**config.mk**
```make
export PLATFORM = sky130hd
export DESIGN_NAME = mac_seq_ctrl
export DESIGN_NICKNAME = d
export VERILOG_FILES = /design/src/rtl/mac_pkg.sv /design/src/rtl/mac_mult_reg.sv /design/src/rtl/mac_seq_ctrl.sv
export SDC_FILE = /design/constraint.sdc
export NUM_CORES = 1
export LEC_CHECK = 0
export ABC_AREA = 1
export CORE_AREA = 5 5 117 119
export DETAILED_ROUTE_END_ITERATION = 12
export DIE_AREA = 0 0 122 124
export PLACE_DENSITY = 0.74
export SYNTH_ARGS = -nofsm -noshare
export SYNTH_HDL_FRONTEND = slang
export SYNTH_HIERARCHICAL = 1
export SYNTH_SLANG_ARGS = --single-unit
export TNS_END_PERCENT = 1
```
**constraint.sdc**
```tcl
create_clock -name clk -period 3.9 [get_ports clk]
set_input_delay 0.585 -clock clk [delete_from_list [all_inputs] [get_ports clk]]
set_output_delay 0.585 -clock clk [all_outputs]
set_load 0.05 [all_outputs]
```
**src/rtl/mac_pkg.sv**
```systemverilog
// Shared types and default widths for the multiply-accumulate sequencer.
package mac_pkg;

   localparam int unsigned DATA_W  = 8;
   localparam int unsigned LEN_MAX = 16;
   localparam int unsigned LEN_W   = 5;
   localparam int unsigned ACC_W   = 20;

   typedef enum logic [1:0] {
      IDLE  = 2'd0,
      RUN   = 2'd1,
      DRAIN = 2'd2,
      DONE  = 2'd3
   } state_t;

   // Full-precision width of an unsigned dw x dw product
   function automatic int unsigned prod_w(input int unsigned dw);
      return 2 * dw;
   endfunction

endpackage

```
**src/rtl/mac_mult_reg.sv**
```systemverilog
// One-cycle registered unsigned multiplier; the valid bit travels alongside the product.
module mac_mult_reg #(
   parameter int unsigned DATA_W = mac_pkg::DATA_W
) (
   input  logic                  clk,
   input  logic                  rst,
   input  logic [DATA_W-1:0]     a,
   input  logic [DATA_W-1:0]     b,
   input  logic                  v_in,
   output logic [2*DATA_W-1:0]   prod,
   output logic                  v_out
);

   logic [2*DATA_W-1:0] r_prod;
   logic                r_v;

   // Product only updates on a valid pair so the register is quiet during gaps
   always_ff @(posedge clk) begin
      if (rst) begin
         r_prod <= '0;
         r_v    <= 1'b0;
      end else begin
         r_v <= v_in;
         if (v_in) begin
            r_prod <= (2*DATA_W)'(a) * (2*DATA_W)'(b);
         end
      end
   end

   assign prod  = r_prod;
   assign v_out = r_v;

endmodule

```
**src/rtl/mac_seq_ctrl.sv**
```systemverilog
// Dot-product sequencer: latches a job length, streams operand pairs through the
// registered multiplier and returns the sum. Define MAC_ACC_SAT_EN for a saturating accumulator.
module mac_seq_ctrl #(
   parameter int unsigned DATA_W  = mac_pkg::DATA_W,
   parameter int unsigned LEN_MAX = mac_pkg::LEN_MAX,
   parameter int unsigned LEN_W   = mac_pkg::LEN_W,
   parameter int unsigned ACC_W   = mac_pkg::ACC_W
) (
   input  logic              clk,
   input  logic              rst,
   input  logic              start,
   input  logic [LEN_W-1:0]  len,
   output logic              busy,
   input  logic              in_valid,
   output logic              in_ready,
   input  logic [DATA_W-1:0] a,
   input  logic [DATA_W-1:0] b,
   output logic              out_valid,
   input  logic              out_ready,
   output logic [ACC_W-1:0]  acc_out,
   output logic              overflow
);

   import mac_pkg::*;

   localparam int unsigned PROD_W = prod_w(DATA_W);
   localparam int unsigned SUM_W  = ACC_W + 1;
   localparam logic [LEN_W-1:0] LEN_CAP = LEN_W'(LEN_MAX);

   state_t             r_state;
   logic [LEN_W-1:0]   r_len;
   logic [LEN_W-1:0]   r_count;
   logic [ACC_W-1:0]   r_acc;
   logic               r_ovf;
   logic               r_busy;
   logic               r_in_ready;
   logic               r_out_valid;
   logic [ACC_W-1:0]   r_acc_out;

   logic               w_accept;
   logic [PROD_W-1:0]  w_prod;
   logic               w_pipe_v;
   logic [SUM_W-1:0]   w_sum;
   logic               w_carry;
   logic [ACC_W-1:0]   w_acc_next;
   logic               w_ovf_next;
   logic [LEN_W-1:0]   w_count_inc;
   logic [LEN_W-1:0]   w_len_clamp;

   // in_ready is only ever set while in RUN, so it alone qualifies acceptance
   assign w_accept    = in_valid & r_in_ready;
   assign w_count_inc = r_count + LEN_W'(1);
   assign w_len_clamp = (len > LEN_CAP) ? LEN_CAP : len;

   mac_mult_reg #(
      .DATA_W (DATA_W)
   ) u_mult (
      .clk   (clk),
      .rst   (rst),
      .a     (a),
      .b     (b),
      .v_in  (w_accept),
      .prod  (w_prod),
      .v_out (w_pipe_v)
   );

   // Extra top bit of the sum exposes the carry out of the accumulator
   assign w_sum   = SUM_W'(r_acc) + SUM_W'(w_prod);
   assign w_carry = w_pipe_v & w_sum[ACC_W];

   always_comb begin
      w_acc_next = r_acc;
      if (w_pipe_v) begin
`ifdef MAC_ACC_SAT_EN
         w_acc_next = w_carry ? {ACC_W{1'b1}} : w_sum[ACC_W-1:0];
`else
         w_acc_next = w_sum[ACC_W-1:0];
`endif
      end
   end

   assign w_ovf_next = r_ovf | w_carry;

   always_ff @(posedge clk) begin
      if (rst) begin
         r_state     <= IDLE;
         r_len       <= '0;
         r_count     <= '0;
         r_acc       <= '0;
         r_ovf       <= 1'b0;
         r_busy      <= 1'b0;
         r_in_ready  <= 1'b0;
         r_out_valid <= 1'b0;
         r_acc_out   <= '0;
      end else begin
         r_acc <= w_acc_next;
         r_ovf <= w_ovf_next;
         case (r_state)
            IDLE: begin
               if (start) begin
                  r_len   <= w_len_clamp;
                  r_count <= '0;
                  r_acc   <= '0;
                  r_ovf   <= 1'b0;
                  r_busy  <= 1'b1;
                  if (w_len_clamp == '0) begin
                     r_state     <= DONE;
                     r_out_valid <= 1'b1;
                     r_acc_out   <= '0;
                  end else begin
                     r_state    <= RUN;
                     r_in_ready <= 1'b1;
                  end
               end
            end
            RUN: begin
               if (w_accept) begin
                  r_count <= w_count_inc;
                  if (w_count_inc == r_len) begin
                     r_state    <= DRAIN;
                     r_in_ready <= 1'b0;
                  end
               end
            end
            // Last product lands in the accumulator this cycle
            DRAIN: begin
               r_state     <= DONE;
               r_out_valid <= 1'b1;
               r_acc_out   <= w_acc_next;
            end
            DONE: begin
               if (out_ready) begin
                  r_state     <= IDLE;
                  r_out_valid <= 1'b0;
                  r_busy      <= 1'b0;
               end
            end
            default: begin
               r_state <= IDLE;
            end
         endcase
      end
   end

   assign busy      = r_busy;
   assign in_ready  = r_in_ready;
   assign out_valid = r_out_valid;
   assign acc_out   = r_acc_out;
   assign overflow  = r_ovf;

endmodule

```
---- Word level (Yosys, flattened, before mapping) ----
Index checks and enable logic that the tools add are counted.
storage, ports and cells
  RAM bits ................................ 0
  bits in latches ......................... 0
  memories kept ........................... 0
  input bits .............................. 26
  bits in registers ....................... 73
  bits in read-only memories .............. 0
  output and inout bits ................... 24
cells by class
  reductions and logical operators ........ 13
  order comparisons ....................... 1
  equal/unequal tests ..................... 10
  div/mod/pow operators ................... 0
  bitwise operators ....................... 3
  add/sub/neg operators ................... 2
  mux-type cells .......................... 29
  shifts and indexed selects .............. 0
  multiply operators ...................... 1
operators with widths
  kind                   number
  $mux W20               5
  $pmux W20 S2           1
  $add A20 B16 Y21       1
  $mul A8 B8 Y16         1
  $mux W5                3
  $mux W1                10
  $mux W2                5
  $ne A2 B2 Y1 const B   5
  $pmux W5 S2            1
  $reduce_and A3 Y1      3
  $pmux W2 S4            1
  $reduce_and A4 Y1      2
  $reduce_bool A2 Y1     3
  $add A5 B1 Y5 const B  1
  $eq A5 B5 Y1           1
  $gt A5 B5 Y1 const B   1
  $logic_not A5 Y1       1
  $reduce_and A5 Y1      1
  $eq A2 B2 Y1 const B   2
  $pmux W1 S2            2
  $pmux W1 S3            1
  $reduce_bool A3 Y1     1
  $and A1 B1 Y1          2
  $eq A2 B1 Y1 const B   1
  other kinds (4)        4

---- Longest topological paths before layout ----
Gate-level depths: netlist of the first run.
  depth after elaboration ................. 6
  depth in mapped cells ................... 22

---- Hierarchy ----
The synthesis of the first run kept the hierarchy.
by module, submodules not included
  module        times used  area an instance (um^2)  cells an instance  seq. area each (um^2)
  mac_seq_ctrl  1           3,585.9                  544                1,121.1
  mac_mult_reg  1           3,006.6                  455                340.3

---- Least setup slack after synthesis of the first run ----
OpenSTA, ideal clock, no wires.
  path type ............................... in2reg
  start ................................... input port b[7]
  end ..................................... register u_mult.r_prod[15] (netlist: u_mult/prod[15])
  data arrival time ....................... 4,034 ps
  slack ................................... -243 ps
  setup time .............................. 109 ps
  cell stages on the path ................. 19
  path through ............................ clkbuf_1 -> nand2_1 -> fa_1 -> fa_1 -> inv_1 -> fa_1 -> inv_1 -> fa_1 -> inv_1 -> ha_1 -> nand2_1 -> nor2_1 -> and2_1 -> nand2_1 -> nand3_1 -> nand2_1 -> nand3_1 -> nand2_1 -> inv_1
between the ends
  cells in the longest elaborated chain, start to end .. 1
RTL lines
  what                  line                text
  start, declared       mac_seq_ctrl.sv:17  input logic [DATA_W-1:0] b,
  $mul A8 B8 Y16        mac_mult_reg.sv:25  r_prod <= (2*DATA_W)'(a) * (2*DATA_W)'(b);
  end signal, assigned  mac_mult_reg.sv:25
  end, declared         mac_mult_reg.sv:14  logic [2*DATA_W-1:0] r_prod;
No other way between the ends.
A chain may end at the register's enable or synchronous reset.

---- Worst setup path after layout of the first run ----
  start ................................... input port a[5]
  end ..................................... register u_mult.r_prod[10] (netlist: u_mult/prod[10])
between the ends
  cells in the longest elaborated chain, start to end .. 1
RTL lines
  what             line                text
  start, declared  mac_seq_ctrl.sv:16  input logic [DATA_W-1:0] a,
  $mul A8 B8 Y16   mac_mult_reg.sv:25
No other way between the ends.

==> qor.yml, run 1 <==
synth-simple-area-share: 0.322
antenna_found_initial: 1
fin_setup_tns_ns: 0
area_delta_synth_final_pct: 17.3
p_sw_w: 0.00142
grt_max_degree: 42
fin_crit_sh: 0.955
fin_skew_ns: 0.00756
dp_hpwl_um: 11900
gr-total-overflow: 0
dp.cells: 1225
syn_nets: 1120
powerDensity_nw_per_um2: 447
synth_top_family_by_area: "simple AND/OR/NAND/NOR gates"
grt_pass1_vias: 5974
drt-wirelength-per-cell_um: 11.9
async_flop_share: 0
dieArea_sq_um: 15100
clkPwrFrac: 0.220
swShare: 0.411
finalNonFillerCells: 1242
cp.buffers_inverters: 8
synth_compound_area_frac: 0.0736
top_level_ports: 50
layout-drive-gt1-share: 0.115
routed-via-count: 6128
syn_avg_cell_area_sq_um: 6.60
cpMaxStageDelayCell: "fa_1"
crit_path_cell_trace: "buf_4, nand2_2, inv_2, fa_1, inv_2, fa_1, inv_1, fa_1, inv_1, fa_1, inv_2, ha_4, nand2_2, nand2_2, nand2_1, nand2_1, inv_1, nand2_1, xnor2_1, nand2_1, nand2_1, inv_1"
clockBufferDepth: 2
tightest_slew_ns: 0.907
clkTransAtPathRegs_ns: 0.06
cts_sinks: 73
ys_types: 43
initial_utilization: 0.529
cp_common_cell: "nand2_1"
synthFlopType: "dfxtp_1"
start_kind: "input pin"
slew_violations: 0
synth_adder_area_share: 0.222
avgViaCountPerCell: 4.93
power.leakage_nw: 4.12
die_y_um: 124
worst-setup-path-type: "in -> reg"
cts_tree: "yes"
drt_iter0_markers: 404
synth_mux_area_frac: 0.00304
min_path_type: "reg -> reg"
wirelength_um: 14800
worst-endpoint-required_ns: 4.13
htree_levels: 3
placed_cell_area_sq_um: 7470
syn_area_sq_um: 6590
seq_area_sq_um: 1460
netlist.top_cell.by_area: "dfxtp_1"
hold_viol_final: 0
p_comb_frac: 0.526
slew_headroom: 0.394
setup-violations-final: 0
synth_top_cell_area_share: 0.222
synth_edf_count: 0
synth_seq_cells: 73
arrival_ns: 3.96
cp-end-kind: "register"
multi_input_area_sq_um: 4300
port_buffers: 49
num_rows: 41
hold_depth: 2
p_int_w: 0.00204
yosys.area_share.xor_xnor: 0.0199
yosys-top-cells-area: "dfxtp_1, nand2_1, fa_1, inv_1, ha_1"
fin_nets: 1186
syn-instance-count: 999
crit_fanout: 5
hold_ws_ns: 0.461
fillCellCount: 1185
final_area_sq_um: 7730
period_needed_ns: 3.73
rr_worst_depth: 11
synth_warnings: 6
max_stage_delay_ns: 0.54
p_seq_frac: 0.254
clk_latency_ns: 0.34
core-area_sq_um: 12500
ir_worst_vdd_mv: 0.346
crit_family: "adder cells"
clock-root-buffer: "clkbuf_16"
p_total_w: 0.00345
gp_congestion: 0.925
cts_buffers: 9
antenna_left: 0
status: "completed"
max_freq_ghz: 0.268
rsz0062_at_grt: "true"
route.detailed.drc: 0
die_w_um: 122
grt_pass1_wl_um: 25800
seq_area_frac_synth: 0.222
drt_pass1_iterations: 6
path_depth: 22
grt_usage: 0.208
drv_cap: 0
-- power groups by stage --
stage	combinational [W]	clock, W	sequential, W
detailed placement	0.00176	0	0.000893
floorplan	0.00128	0	0.000904
CTS	0.00179	0.000772	0.000877
global placement	0.00173	0	0.000892
finish	0.00182	0.000761	0.000877
global route	0.00209	0.000799	0.000885
-- cells in the final DEF, fill, tap and decap left out, drive strengths merged, types with 8 or more instances in the layout --
master | Yosys | final
dfxtp | 73 | 73
xor2 | 8 | 8
clkbuf | 21 | 16
nand3 | 74 | 74
inv | 196 | 196
o21ai | 25 | 25
clkdlybuf4s50 | 0 | 35
fa | 37 | 37
buf | 12 | 46
or2 | 13 | 13
ha | 58 | 58
nand2 | 288 | 288
nor2 | 100 | 100
a21oi | 52 | 52
-- what timing repair did --
| action | in CTS | in global routing |
|---|---|---|
| cloned | 0 | 0 |
| buffers inserted | 0 | 1 |
| hold endpoints to repair | 0 | 0 |
| setup endpoints to repair | 10 | 10 |
| hold buffers | 0 | 0 |
| pin swaps | 0 | 20 |
| resized for setup | 18 | 55 |
-- final cells by class --
type                            instances  area share
Timing Repair Buffer                   88      0.0956
Inverter                              197      0.0963
Tap cell                              172      0.0278
Multi-Input combinational cell        696       0.556
Clock inverter                          5     0.00421
Clock buffer                           10      0.0309
Antenna cell                            1    0.000324
Sequential cell                        73       0.189
-- state kept, by name, summed over array words and instances (netlist names), 2 cells and up, named ones only --
register,cells
acc_out,20
r_acc,17
u_mult/prod,16
r_count,5
r_len,5
r_state,2
-- routing by layer --
layer	up-vias	share of wire	GRT usage
met3	19	0.040	0.0336
met1	2805	0.47	0.263
met2	122	0.48	0.369
met4	0	0.016	0.0539
met5	-	0	0
li1	3182	-	-
-- worst paths after layout --
kind                                     start              end  slack, ns
worst max register to register  u_mult/prod[0]         overflow       1.82
worst min-delay path                acc_out[6]       acc_out[6]       0.46
worst min register to register      acc_out[6]       acc_out[6]       0.46
worst max-delay path                      a[5]  u_mult/prod[10]       0.17
-- cell families (layout without fill, tap and decap cells) --
logic type / count (synthesis) / in the layout
multiplexers: 2 / 2
flip-flops: 73 / 73
AND/OR/NAND/NOR: 495 / 495
buffers and inverters: 230 / 300
adder cells (fa/ha/maj): 95 / 95
AO/OA/AOI/OAI: 89 / 89
other: 0 / 1
XOR/XNOR: 15 / 15
-- worst reg2reg max path, delay by kind of cell (launching register included) --
family,cells,cell delay [ns]
buffers and inverters,1,0.05
adders and majority gates,2,0.72
and+or+nand+nor,6,0.51
AOI/OAI and AO/OA,2,0.33
DFF,1,0.33
-- synth_stat cells, types with 2 or more instances --
cell type and instances:
o21ai_0 20, buf_2 8, xnor2_1 7, nand4_1 7, nand3_1 67, nor2_1 95
fa_1 37, or2_2 10, a21oi_1 51, nand3b_1 2, o211ai_1 2, dfxtp_1 73
mux2i_1 2, or2_0 2, nand2_2 8, nor3_1 4, xor2_1 8, ha_1 58
o21bai_1 2, nand3_2 7, and2_1 4, clkbuf_1 21, nand2_1 280, nor2_4 2
nor2_2 3, a22oi_1 4, inv_1 196, o21ai_1 4
-- through the flow --
step | util | setup slack [ns]
after floorplan | - | 0.00474
after global placement | 0.599 | -0.585
after detailed placement | 0.599 | -0.658
after CTS | 0.621 | 0.00440
after global routing | 0.620 | -0.0195
final | 0.620 | 0.175
Power figures use the tool's default switching activity.
==> run 2: changes to the inputs <==
--- a/constraint.sdc
+++ b/constraint.sdc
@@ -3,2 +3,2 @@
 set_output_delay 0.585 -clock clk [all_outputs]
-set_load 0.05 [all_outputs]
+set_load 0.01 [all_outputs]
==> results of run 2 <==
The final DEF is identical to that of run 1. Status: completed.
Among the figures that moved: total power 0.00345 W -> 0.00343 W; worst IR drop on VDD 0.346 mV -> 0.285 mV
==> run 3: changes to the inputs <==
Settings changed: CORE_AREA 5 5 117 119 to 8 8 120 122, DIE_AREA 0 0 122 124 to 0 0 128 130.
==> qor.yml, run 3 (same netlist as run 1, synthesis figures left out) <==
rsz0062_at_grt: "true"
hold_depth: 2  # unchanged
route.detailed.drc: 0  # unchanged
slew_violations: 0  # unchanged
die_w_um: 128  # +4.9%
cts_sinks: 73  # unchanged
clk_latency_ns: 0.33  # about the same
antenna_left: 0  # unchanged
hold_viol_final: 0  # unchanged
fin_nets: 1185  # -0.084%
grt_pass1_wl_um: 25700  # -0.51%
drt_iter0_markers: 319  # -21%
gp_congestion: 0.940  # +1.6%
htree_levels: 3  # unchanged
grt_usage: 0.187  # -0.0208
gr-total-overflow: 0  # unchanged
rr_worst_depth: 8  # -3
worst-setup-path-type: "in -> reg"
max_freq_ghz: 0.270  # +0.75%
powerDensity_nw_per_um2: 448
min_path_type: "reg -> reg"
start_kind: "input pin"
cts_tree: "yes"
cts_buffers: 9  # unchanged
core-area_sq_um: 12400  # -0.41%
crit_fanout: 7  # +2
setup-violations-final: 0  # unchanged
crit_path_cell_trace: "buf_2, nand2_1, inv_1, fa_1, inv_1, fa_1, inv_1, fa_1, inv_1, fa_1, inv_2, ha_4, nand2_2, nor2_1, nand2_1, nand2_1, xnor2_1, nand2_1, nand2_1, inv_1"
ir_worst_vdd_mv: 0.307
cp-end-kind: "register"
num_rows: 41  # unchanged
final_area_sq_um: 7760  # +0.29%
post_cts_buffers: 0  # unchanged
wirelength_um: 14900  # +0.66%
antenna_cells: 0  # -1
worst-endpoint-required_ns: 4.12  # about the same
grt_pass1_vias: 5980  # +0.10%
layout-drive-gt1-share: 0.120  # +0.00468
power.leakage_nw: 4.14  # +0.43%
period_needed_ns: 3.70  # -0.0276 ns
largest_register_ffs: 20  # unchanged
status: "completed"
cpMaxStageDelayCell: "fa_1"
clkTransAtPathRegs_ns: 0.06  # about the same
final_common_cell: "nand2_1"
fin_setup_tns_ns: 0  # unchanged
routed-via-count: 6031  # -1.6%
initial_utilization: 0.531  # +0.00219
antenna_found_initial: 0  # -1
area_delta_synth_final_pct: 17.7
ctsHoldBuffers: 0  # unchanged
drt_pass1_iterations: 7  # +1
dieArea_sq_um: 16600  # +10%
drv_cap: 0  # unchanged
grt_max_degree: 42  # unchanged
tightest_slew_ns: 0.886  # -0.0203 ns
clock-root-buffer: "clkbuf_16"
mostFrequentLayoutCells: "nand2_1, inv_1, nor2_1"
arrival_ns: 3.92  # -0.04 ns
drt-wirelength-per-cell_um: 12.0  # +0.74%
port_buffers: 49  # unchanged
fin_skew_ns: 0.0147  # +0.00712 ns
dp_hpwl_um: 12000  # +0.47%
die_y_um: 130  # +4.8%
fin_crit_sh: 0.948  # -0.00707
slew_headroom: 0.408  # +0.0136
top_level_ports: 50  # unchanged
placed_cell_area_sq_um: 7470  # unchanged
avgViaCountPerCell: 4.86  # -1.5%
max_stage_delay_ns: 0.52  # -0.02 ns
clockBufferDepth: 2  # unchanged
## run 3: through the flow
stage          setup WS (ns)  std cells  total power, W  utilization  hold slack, ns
3_3_place_gp          -0.575       1225         0.00260        0.601           0.452
5_1_grt              -0.0163       1241         0.00378        0.625           0.478
2_1_floorplan        0.00474        999         0.00216            -           0.449
6_report               0.202       1241         0.00348        0.625           0.462
3_5_place_dp          -0.629       1225         0.00262        0.601           0.454
4_1_cts             -0.00796       1241         0.00342        0.624           0.463
## run 3: critical path, delay by kind of cell
kind | cells | cell delay (ns)
and+or+nand+nor | 7 | 0.56
adders and majority gates | 5 | 2.24
buffers and inverters | 7 | 0.43
xor gates and xnor gates | 1 | 0.11
## run 3: routing by layer
metal	track usage	up-vias	routed length (um)
met1	0.232	2753	7050
met3	0.0326	8	569
met4	0.0364	0	113
met2	0.333	95	7170
met5	0	-	0
li1	-	3175	-
## run 3: cell type report
type / count / area, sq um
fillers: 1154 / 4660
multi-input cells: 696 / 4340
flip-flops and latches: 73 / 1460
inverters: 197 / 744
repair buffers: 87 / 721
clock buffers: 12 / 246
well taps: 172 / 215
clock inverters: 4 / 27.5
## run 3: worst paths after layout
kind	startpoint	slack, ns	endpoint
hold / removal	acc_out[8]	0.46	acc_out[8]
setup reg to reg	r_state[0]	1.86	acc_out[4]
hold reg to reg	acc_out[8]	0.46	acc_out[8]
setup / recovery	a[3]	0.20	u_mult/prod[10]
## run 3: where the power goes
group | total, W | leakage, nW | switching (W) | internal [W]
clock | 0.000763 | 0.137 | 0.000313 | 0.000449
combinational | 0.00184 | 3.41 | 0.00106 | 0.000782
sequential | 0.000876 | 0.592 | 0.0000556 | 0.000820
## run 3: repair_timing
action / in CTS / in global routing
resized for setup: 18 / 52
pin swaps: 0 / 11
endpoints found under the setup margin: 10 / 10
